**config.mk**
```make
export PLATFORM = sky130hd
export DESIGN_NAME = mem_port_arbiter_flat
export DESIGN_NICKNAME = d
export VERILOG_FILES = /design/src/rtl/mem_port_arbiter_if.sv /design/src/rtl/mem_port_arbiter.sv /design/src/flat_wrapper.sv
export SDC_FILE = /design/constraint.sdc
export NUM_CORES = 1
export LEC_CHECK = 0
export CORE_MARGIN = 2
export CORE_UTILIZATION = 45
export CTS_CLUSTER_SIZE = 28
export DETAILED_ROUTE_END_ITERATION = 12
export GPL_TIMING_DRIVEN = 1
export PLACE_DENSITY = 0.95
export SYNTH_ARGS = -nofsm -noshare
export SYNTH_HDL_FRONTEND = slang
export SYNTH_SLANG_ARGS = --single-unit
```
**constraint.sdc**
```tcl
create_clock -name clk -period 3.5 [get_ports clk]
set_input_delay 0.525 -clock clk [delete_from_list [all_inputs] [get_ports clk]]
set_output_delay 0.525 -clock clk [all_outputs]
set_load 0.02 [all_outputs]
```
**src/rtl/mem_port_arbiter_if.sv**
```systemverilog
// Bundle of requester-side and memory-side signals for mem_port_arbiter.
// The slave modport is the arbiter's view. The master modport is the view
// used by whatever drives the requesters and models the memory.
interface mem_port_arbiter_if #(
  parameter int XLEN = 32
);
  // core requester
  logic            core_req;
  logic            core_we;
  logic [XLEN-1:0] core_addr;
  logic [XLEN-1:0] core_wdata;
  logic [XLEN-1:0] core_rdata;
  logic            core_done;
  logic            core_stall;
  // loader requester
  logic            ldr_req;
  logic            ldr_we;
  logic [XLEN-1:0] ldr_addr;
  logic [XLEN-1:0] ldr_wdata;
  logic [XLEN-1:0] ldr_rdata;
  logic            ldr_done;
  // memory side
  logic            mem_we;
  logic [XLEN-1:0] mem_addr;
  logic [XLEN-1:0] mem_wdata;
  logic [XLEN-1:0] mem_rdata;

  modport slave (
    input  core_req, core_we, core_addr, core_wdata,
    output core_rdata, core_done, core_stall,
    input  ldr_req, ldr_we, ldr_addr, ldr_wdata,
    output ldr_rdata, ldr_done,
    output mem_we, mem_addr, mem_wdata,
    input  mem_rdata
  );

  modport master (
    output core_req, core_we, core_addr, core_wdata,
    input  core_rdata, core_done, core_stall,
    output ldr_req, ldr_we, ldr_addr, ldr_wdata,
    input  ldr_rdata, ldr_done,
    input  mem_we, mem_addr, mem_wdata,
    output mem_rdata
  );
endinterface

```
**src/rtl/mem_port_arbiter.sv**
```systemverilog
// Shares one single-port data memory between the pipeline MEM stage (core)
// and the program/data loader (ldr). Each access runs IDLE -> ACCESS
// (LATENCY cycles) -> RESP (one cycle). Core has fixed priority, but after
// STARVE_LIMIT contended core wins the loader is granted.
module mem_port_arbiter #(
  parameter int XLEN         = 32,
  parameter int LATENCY      = 2,
  parameter int STARVE_LIMIT = 4
) (
  input  logic                 clk,
  input  logic                 rst,
  mem_port_arbiter_if.slave    bus
);

  localparam logic [1:0] S_IDLE   = 2'd0;
  localparam logic [1:0] S_ACCESS = 2'd1;
  localparam logic [1:0] S_RESP   = 2'd2;

  localparam int CW = (LATENCY > 1) ? $clog2(LATENCY) : 1;
  localparam int SW = $clog2(STARVE_LIMIT + 1);
  localparam logic [CW-1:0] CNT_LOAD   = CW'(LATENCY - 1);
  localparam logic [SW-1:0] STARVE_MAX = SW'(STARVE_LIMIT);

  logic [1:0]      r_state;
  logic [CW-1:0]   r_cnt;
  logic [SW-1:0]   r_starve;
  logic            r_owner_ldr;
  logic            r_we;
  logic [XLEN-1:0] r_addr;
  logic [XLEN-1:0] r_wdata;
  logic [XLEN-1:0] r_core_rdata;
  logic [XLEN-1:0] r_ldr_rdata;

  logic w_idle;
  logic w_access;
  logic w_any_req;
  logic w_grant_ldr;
  logic w_last_access;

  assign w_idle        = (r_state == S_IDLE);
  assign w_access      = (r_state == S_ACCESS);
  assign w_any_req     = bus.core_req | bus.ldr_req;
  // Loader wins when it is alone, or when core has starved it long enough.
  assign w_grant_ldr   = bus.ldr_req & (~bus.core_req | (r_starve >= STARVE_MAX));
  assign w_last_access = w_access & (r_cnt == '0);

  // Sequencing FSM: IDLE -> ACCESS (down-counter) -> RESP -> IDLE.
  always_ff @(posedge clk) begin
    if (rst) begin
      r_state <= S_IDLE;
      r_cnt   <= '0;
    end else begin
      case (r_state)
        S_IDLE: begin
          if (w_any_req) begin
            r_state <= S_ACCESS;
            r_cnt   <= CNT_LOAD;
          end
        end
        S_ACCESS: begin
          if (r_cnt == '0) begin
            r_state <= S_RESP;
          end else begin
            r_cnt <= r_cnt - 1'b1;
          end
        end
        S_RESP:  r_state <= S_IDLE;
        default: r_state <= S_IDLE;
      endcase
    end
  end

  // Latch the winner's operands at grant; requester inputs are ignored until the next IDLE.
  always_ff @(posedge clk) begin
    if (rst) begin
      r_owner_ldr <= 1'b0;
      r_we        <= 1'b0;
      r_addr      <= '0;
      r_wdata     <= '0;
    end else if (w_idle && w_any_req) begin
      r_owner_ldr <= w_grant_ldr;
      r_we        <= w_grant_ldr ? bus.ldr_we    : bus.core_we;
      r_addr      <= w_grant_ldr ? bus.ldr_addr  : bus.core_addr;
      r_wdata     <= w_grant_ldr ? bus.ldr_wdata : bus.core_wdata;
    end
  end

  // Count core grants made while the loader was waiting; saturates, clears on a loader grant.
  always_ff @(posedge clk) begin
    if (rst) begin
      r_starve <= '0;
    end else if (w_idle && w_any_req) begin
      if (w_grant_ldr) begin
        r_starve <= '0;
      end else if (bus.ldr_req && (r_starve != STARVE_MAX)) begin
        r_starve <= r_starve + 1'b1;
      end
    end
  end

  // Capture memory read data into the owner's register on the last ACCESS edge.
  always_ff @(posedge clk) begin
    if (rst) begin
      r_core_rdata <= '0;
      r_ldr_rdata  <= '0;
    end else if (w_last_access && !r_we) begin
      if (r_owner_ldr) begin
        r_ldr_rdata <= bus.mem_rdata;
      end else begin
        r_core_rdata <= bus.mem_rdata;
      end
    end
  end

  // The write strobe fires only in the first ACCESS cycle so each write lands exactly once.
  assign bus.mem_we     = w_access & (r_cnt == CNT_LOAD) & r_we;
  assign bus.mem_addr   = w_access ? r_addr  : '0;
  assign bus.mem_wdata  = w_access ? r_wdata : '0;

  assign bus.core_done  = (r_state == S_RESP) & ~r_owner_ldr;
  assign bus.ldr_done   = (r_state == S_RESP) &  r_owner_ldr;
  assign bus.core_rdata = r_core_rdata;
  assign bus.ldr_rdata  = r_ldr_rdata;
  assign bus.core_stall = bus.core_req & ~bus.core_done;

endmodule

```
**src/flat_wrapper.sv**
```systemverilog
// flat-port wrapper written by rule: the top's interface ports become plain ports
module mem_port_arbiter_flat 
#(
  parameter int XLEN         = 32,
  parameter int LATENCY      = 2,
  parameter int STARVE_LIMIT = 4
)
  (clk, rst, bus_core_req, bus_core_we, bus_core_addr, bus_core_wdata, bus_core_rdata, bus_core_done, bus_core_stall, bus_ldr_req, bus_ldr_we, bus_ldr_addr, bus_ldr_wdata, bus_ldr_rdata, bus_ldr_done, bus_mem_we, bus_mem_addr, bus_mem_wdata, bus_mem_rdata);
  mem_port_arbiter_if #(.XLEN(XLEN)) bus_i ();
  input  logic clk;
  input  logic rst;
  input wire logic [$bits(bus_i.core_req)-1:0] bus_core_req;
  input wire logic [$bits(bus_i.core_we)-1:0] bus_core_we;
  input wire logic [$bits(bus_i.core_addr)-1:0] bus_core_addr;
  input wire logic [$bits(bus_i.core_wdata)-1:0] bus_core_wdata;
  output wire logic [$bits(bus_i.core_rdata)-1:0] bus_core_rdata;
  output wire logic [$bits(bus_i.core_done)-1:0] bus_core_done;
  output wire logic [$bits(bus_i.core_stall)-1:0] bus_core_stall;
  input wire logic [$bits(bus_i.ldr_req)-1:0] bus_ldr_req;
  input wire logic [$bits(bus_i.ldr_we)-1:0] bus_ldr_we;
  input wire logic [$bits(bus_i.ldr_addr)-1:0] bus_ldr_addr;
  input wire logic [$bits(bus_i.ldr_wdata)-1:0] bus_ldr_wdata;
  output wire logic [$bits(bus_i.ldr_rdata)-1:0] bus_ldr_rdata;
  output wire logic [$bits(bus_i.ldr_done)-1:0] bus_ldr_done;
  output wire logic [$bits(bus_i.mem_we)-1:0] bus_mem_we;
  output wire logic [$bits(bus_i.mem_addr)-1:0] bus_mem_addr;
  output wire logic [$bits(bus_i.mem_wdata)-1:0] bus_mem_wdata;
  input wire logic [$bits(bus_i.mem_rdata)-1:0] bus_mem_rdata;
  assign bus_i.core_req = bus_core_req;
  assign bus_i.core_we = bus_core_we;
  assign bus_i.core_addr = bus_core_addr;
  assign bus_i.core_wdata = bus_core_wdata;
  assign bus_core_rdata = bus_i.core_rdata;
  assign bus_core_done = bus_i.core_done;
  assign bus_core_stall = bus_i.core_stall;
  assign bus_i.ldr_req = bus_ldr_req;
  assign bus_i.ldr_we = bus_ldr_we;
  assign bus_i.ldr_addr = bus_ldr_addr;
  assign bus_i.ldr_wdata = bus_ldr_wdata;
  assign bus_ldr_rdata = bus_i.ldr_rdata;
  assign bus_ldr_done = bus_i.ldr_done;
  assign bus_mem_we = bus_i.mem_we;
  assign bus_mem_addr = bus_i.mem_addr;
  assign bus_mem_wdata = bus_i.mem_wdata;
  assign bus_i.mem_rdata = bus_mem_rdata;
  mem_port_arbiter #(.XLEN(XLEN), .LATENCY(LATENCY), .STARVE_LIMIT(STARVE_LIMIT)) u_core (.clk(clk), .rst(rst), .bus(bus_i));
endmodule
```
# Word-level counts from Yosys, hierarchy flattened
# Index checks and enable logic that the tools add are counted.
# W data, S select, Z words.
classes:
  n_addsub: 2
  n_mul: 0
  n_div: 0
  n_lt_le_gt_ge: 1
  n_eq_ne: 5
  n_shift: 0
  muxes: 13
  bitwise_logic: 13
  reduce_logical: 12
op_table:
  columns: ["op", "count"]
  rows:
  - ["$mux W32", 4]
  - ["$reduce_and A2 Y1", 5]
  - ["$and A1 B1 Y1", 7]
  - ["$mux W3", 2]
  - ["$mux W2", 2]
  - ["$ne A2 B2 Y1 const B", 2]
  - ["$not A1 Y1", 4]
  - ["$pmux W2 S2", 1]
  - ["$reduce_bool A2 Y1", 2]
  - ["$add A3 B1 Y3 const B", 1]
  - ["$ge A3 B3 Y1 const B", 1]
  - ["$logic_and A1 B1 Y1", 3]
  - ["$mux W1", 3]
  - ["$ne A3 B3 Y1 const B", 1]
  - ["$eq A2 B1 Y1 const B", 1]
  - ["$eq A2 B2 Y1 const B", 1]
  - ["$logic_not A2 Y1", 1]
  - ["$or A1 B1 Y1", 2]
  - ["$pmux W1 S2", 1]
  - ["$logic_not A1 Y1", 1]
  - ["$sub A1 B1 Y1 const B", 1]
word_totals:
  reg_bits: 136
  latchBits: 0
  ram_bits: 0
  mem_bits_ro: 0
  input_bits: 166
  output_inout_bits: 132
  elab_cells: 55
  n_memories: 0

# Longest topological paths before layout
logic_depth:
  word_depth: 5
  ltp_mapped: 7
  depth_no_buf: 4

# Least setup slack after synthesis
# OpenSTA, ideal clock, no wires.
synth_timing:
  kind: "register to output"
  from: "reg u_core.r_state[1]"
  to: "out bus_core_stall"
  arrival_ns: 1.309
  required_time_ns: 2.975
  path_slack_ns: 1.666
  path_stages_with_launch: 4
  path_buffers: 0
  path_cell_list: "dfxtp_1 inv_1 nor3_1 nor2b_1"
synth_between:
  elab_chain_cells: 4
synth_rtl:
  columns: ["element", "line_no", "rtl"]
  rows:
  - ["start: declaration", "mem_port_arbiter.sv:24", "logic [1:0] r_state;"]
  - ["start signal: assignment", "mem_port_arbiter.sv:50", "r_state <= S_IDLE;"]
  - ["start signal: assignment", "mem_port_arbiter.sv:56", "r_state <= S_ACCESS;"]
  - ["start signal: assignment", "mem_port_arbiter.sv:62", "r_state <= S_RESP;"]
  - ["$eq A2 B2 Y1", "mem_port_arbiter.sv:120", "assign bus.core_done = (r_state == S_RESP) & ~r_owner_ldr;"]
  - ["$and A1 B1 Y1", "mem_port_arbiter.sv:120", null]
  - ["net bus_core_done", "flat_wrapper.sv:17", "output wire logic [$bits(bus_i.core_done)-1:0] bus_core_done;"]
  - ["$not A1 Y1", "mem_port_arbiter.sv:124", "assign bus.core_stall = bus.core_req & ~bus.core_done;"]
  - ["$and A1 B1 Y1", "mem_port_arbiter.sv:124", null]
  - ["end: declaration", "flat_wrapper.sv:18", "output wire logic [$bits(bus_i.core_stall)-1:0] bus_core_stall;"]
# The timed path passes the listed nets, and every way through them passes these cells.

# Worst setup path in the final report
layout_timing:
  from: "reg u_core.r_state[0]"
  to: "out bus_mem_wdata[2]"
layout_between:
  elab_chain_cells: 2
layout_rtl:
  columns: ["element", "line_no", "rtl"]
  rows:
  - ["$eq A2 B1 Y1", "mem_port_arbiter.sv:41", "assign w_access = (r_state == S_ACCESS);"]
  - ["$mux W32", "mem_port_arbiter.sv:118", "assign bus.mem_wdata = w_access ? r_wdata : '0;"]
  - ["end: declaration", "flat_wrapper.sv:27", "output wire logic [$bits(bus_i.mem_wdata)-1:0] bus_mem_wdata;"]
# No other way between the ends.

==> impl_metrics.py <==
metrics = {
    "run_status": {
        "status": "finished, final reports clean",
    },
    "yosys": {
        "postSynth.asyncResetShare": 0,
        "synth.most_common_cell": "dfxtp_1",
        "yosys_warnings": 0,
        "syn_area_sq_um": 6600,
        "synth_top_area_share": 0.413,
        "synth_area_leaders": "dfxtp_1 (41%), mux2i_1 (9.7%), nand2b_1 (9.1%), a311oi_1 (8.5%), and2_1 (6.1%)",
        "synthDistinctLibCells": 34,
        "synth_seq_area_share": 0.413,
        "ys.flop_type": "dfxtp_1",
        "ys_ff_latch": 136,
        "syn_nets": 911,
        "synth_edf_count": 0,
        "synth_commonest_cells": "dfxtp_1 (136), nand2b_1 (96), a21oi_1 (70)",
        "synthCells": 743,
        "synth_top_cell_by_area": "dfxtp_1",
        "syn_avg_cell_area_sq_um": 8.88,
    },
    "grt": {
        "grt_pass1_vias": 6454,
        "track_usage": 0.258,
        "grt_max_degree": 121,
        "gr-total-overflow": 0,
        "grt_first_pass_wirelength_microns": 33000,
        "antenna_found_initial": 0,
    },
    "sta": {
        "fin_crit_sh": 0.846,
        "setup_viol": 0,
        "maxSlewHeadroom": 0.308,
        "maxSlewViolCount": 0,
        "min_period_ns": 2.96,
        "fmax_mhz": 338,
        "finalHoldViolations": 0,
        "hold_ws_ns": 0.460,
        "worst_slew_pin_slew_ns": 1.04,
        "setup_tns_ns": 0,
        "rsz0062_at_grt": "no",
        "clock-skew-final_ns": 0.00620,
    },
    "power_and_ir_drop": {
        "p_per_area_nw_per_um2": 452,
        "ir_drop_uv": 341,
        "p_leak_nw": 3.71,
    },
    "setup_path": {
        "cp-start-kind": "flop",
        "critPathArrivalTime_ns": 2.44,
        "worstSetupPathType": "reg -> out",
        "path_max_fanout": 50,
        "critPathCaptureType": "output pin",
        "r2r_start": "u_core.r_state[0]",
        "startpoint": "u_core.r_state[0]",
        "required_ns": 2.97,
    },
    "final_layout": {
        "fillCellCount": 1074,
        "nNetsFinal": 1159,
        "layout-drive-gt1-share": 0.0588,
        "area_delta_synth_final_pct": 53.7,
        "regArea_sq_um": 2720,
        "multi_input_area_sq_um": 3430,
        "diodes": 0,
    },
    "clock_tree": {
        "cts_made_buffers": 17,
        "htreeDepth": 4,
        "post_cts_buffers": 0,
        "clk_pin_slew_worst_paths_ns": 0.06,
        "clock-sinks": 136,
        "cts_tree": "yes",
        "cts_root_buffer": "clkbuf_16",
        "clock_latency_ns": 0.42,
        "clockBufferDepth": 2,
        "cts_resized": 0,
        "ctsHoldBuffers": 0,
    },
    "drt": {
        "firstDrtPassIters": 5,
        "m1WireLength_microns": 8340,
        "avgRoutedWirePerCell_microns": 17.6,
        "via_per_inst": 5.60,
        "drt_iter0_markers": 401,
        "drc": 0,
        "vias": 6654,
        "dr.max_layer_used": "met4",
        "ant_nets": 0,
        "detail_route.wirelength_microns": 20900,
        "wl_met3_microns": 1700,
        "dr_wl_met2_microns": 10100,
    },
    "place": {
        "place_hpwl_microns": 14100,
        "port_buffers": 297,
        "place.gp.congestion": 0.840,
    },
    "die": {
        "start_util": 0.457,
        "die_w_microns": 125,
        "die-area_sq_um": 15600,
        "rows": 44,
        "die_h_microns": 125,
        "ios": 298,
        "core_area_sq_um": 14400,
    },
    "hold_path": {
        "hp-class": "reg -> reg",
        "min_from": "u_core.r_starve[2]",
    },
    "flow_run": {
        "maxCapViolCount": 0,
    },
}
==> placed cells by master, fill, tap and decap left out, types with 3 or more instances in the layout <==
cell type and n:
clkdlybuf4s50_1 295, dfxtp_1 136, nand2b_1 96, a21oi_1 70, nand3_1 66, and2_1 64
a311oi_1 64, mux2i_1 64, o21ai_0 61, clkbuf_16 17, buf_4 14, o21ai_1 5
inv_6 5, inv_1 4, clkinvlp_4 4, nor2_1 3, nand2_1 3, bufinv_16 3
buf_12 3
==> registers in the layout, indices dropped and copies added, names as in the netlist <==
| name | cells |
|---|---|
| u_core.bus.core_rdata | 32 |
| u_core.bus.ldr_rdata | 32 |
| u_core.r_addr | 32 |
| u_core.r_wdata | 32 |
| u_core.r_starve | 3 |
| u_core.r_state | 2 |
| u_core.r_cnt | 1 |
| u_core.r_owner_ldr | 1 |
| u_core.r_we | 1 |
==> logic make-up (layout without fill, tap and decap cells) <==
group,count (synthesis),count (layout),share of synthesized area
buffers and inverters,88,349,0.0694
and+or+nand+nor,251,251,0.225
DFF,136,136,0.413
adders and majority gates,2,2,0.00379
AOI/OAI and AO/OA,202,202,0.192
muxes,64,64,0.0971
==> layer usage <==
layer,global-route usage,up-vias
li1,-,3151
met3,0.0680,54
met4,0.123,0
met1,0.314,3097
met2,0.426,352
met5,0,-
==> power breakdown <==
part,internal [W],total (W),switching (W)
clock,0.00114,0.00187,0.000731
combinational,0.000486,0.000963,0.000478
sequential,0.00168,0.00175,0.0000724
total,0.00330,0.00458,0.00128
==> worst max-delay path: stages, from the launching register on <==
cell,delay (ns)
dfxtp_1,0.45
nor2b_4,0.46
buf_12,0.27
and2_1,0.21
clkdlybuf4s50_1,0.62
==> path summary, 6_finish.rpt <==
kind                                                  to  slack [ns]  cells after the start
worst min-delay path                  u_core.r_starve[2]        0.46                      2
worst max register to register  u_core.bus.ldr_rdata[18]        1.34                      4
worst max-delay path                    bus_mem_wdata[2]        0.54                      4
worst min register to register        u_core.r_starve[2]        0.46                      2
==> cell type report <==
class | count | area share
multi-input combinational | 519 | 0.338
timing repair buffer | 313 | 0.308
sequential | 136 | 0.268
clock buffer | 17 | 0.0419
tap | 184 | 0.0227
clock inverter | 15 | 0.0190
inverter | 4 | 0.00148
==> per-stage QoR <==
step,instances,setup WS [ns],power [W],cell area (sq um),utilization
final,1188,0.540,0.00458,10100,0.703
after global routing,1188,0.398,0.00477,10100,0.703
after CTS,1188,0.488,0.00461,10100,0.703
after detailed placement,1156,0.823,0.00274,9520,0.660
after global placement,1156,0.985,0.00272,9520,0.660
after floorplan,743,1.67,0.00230,6600,-
Power figures use the tool's default switching activity.
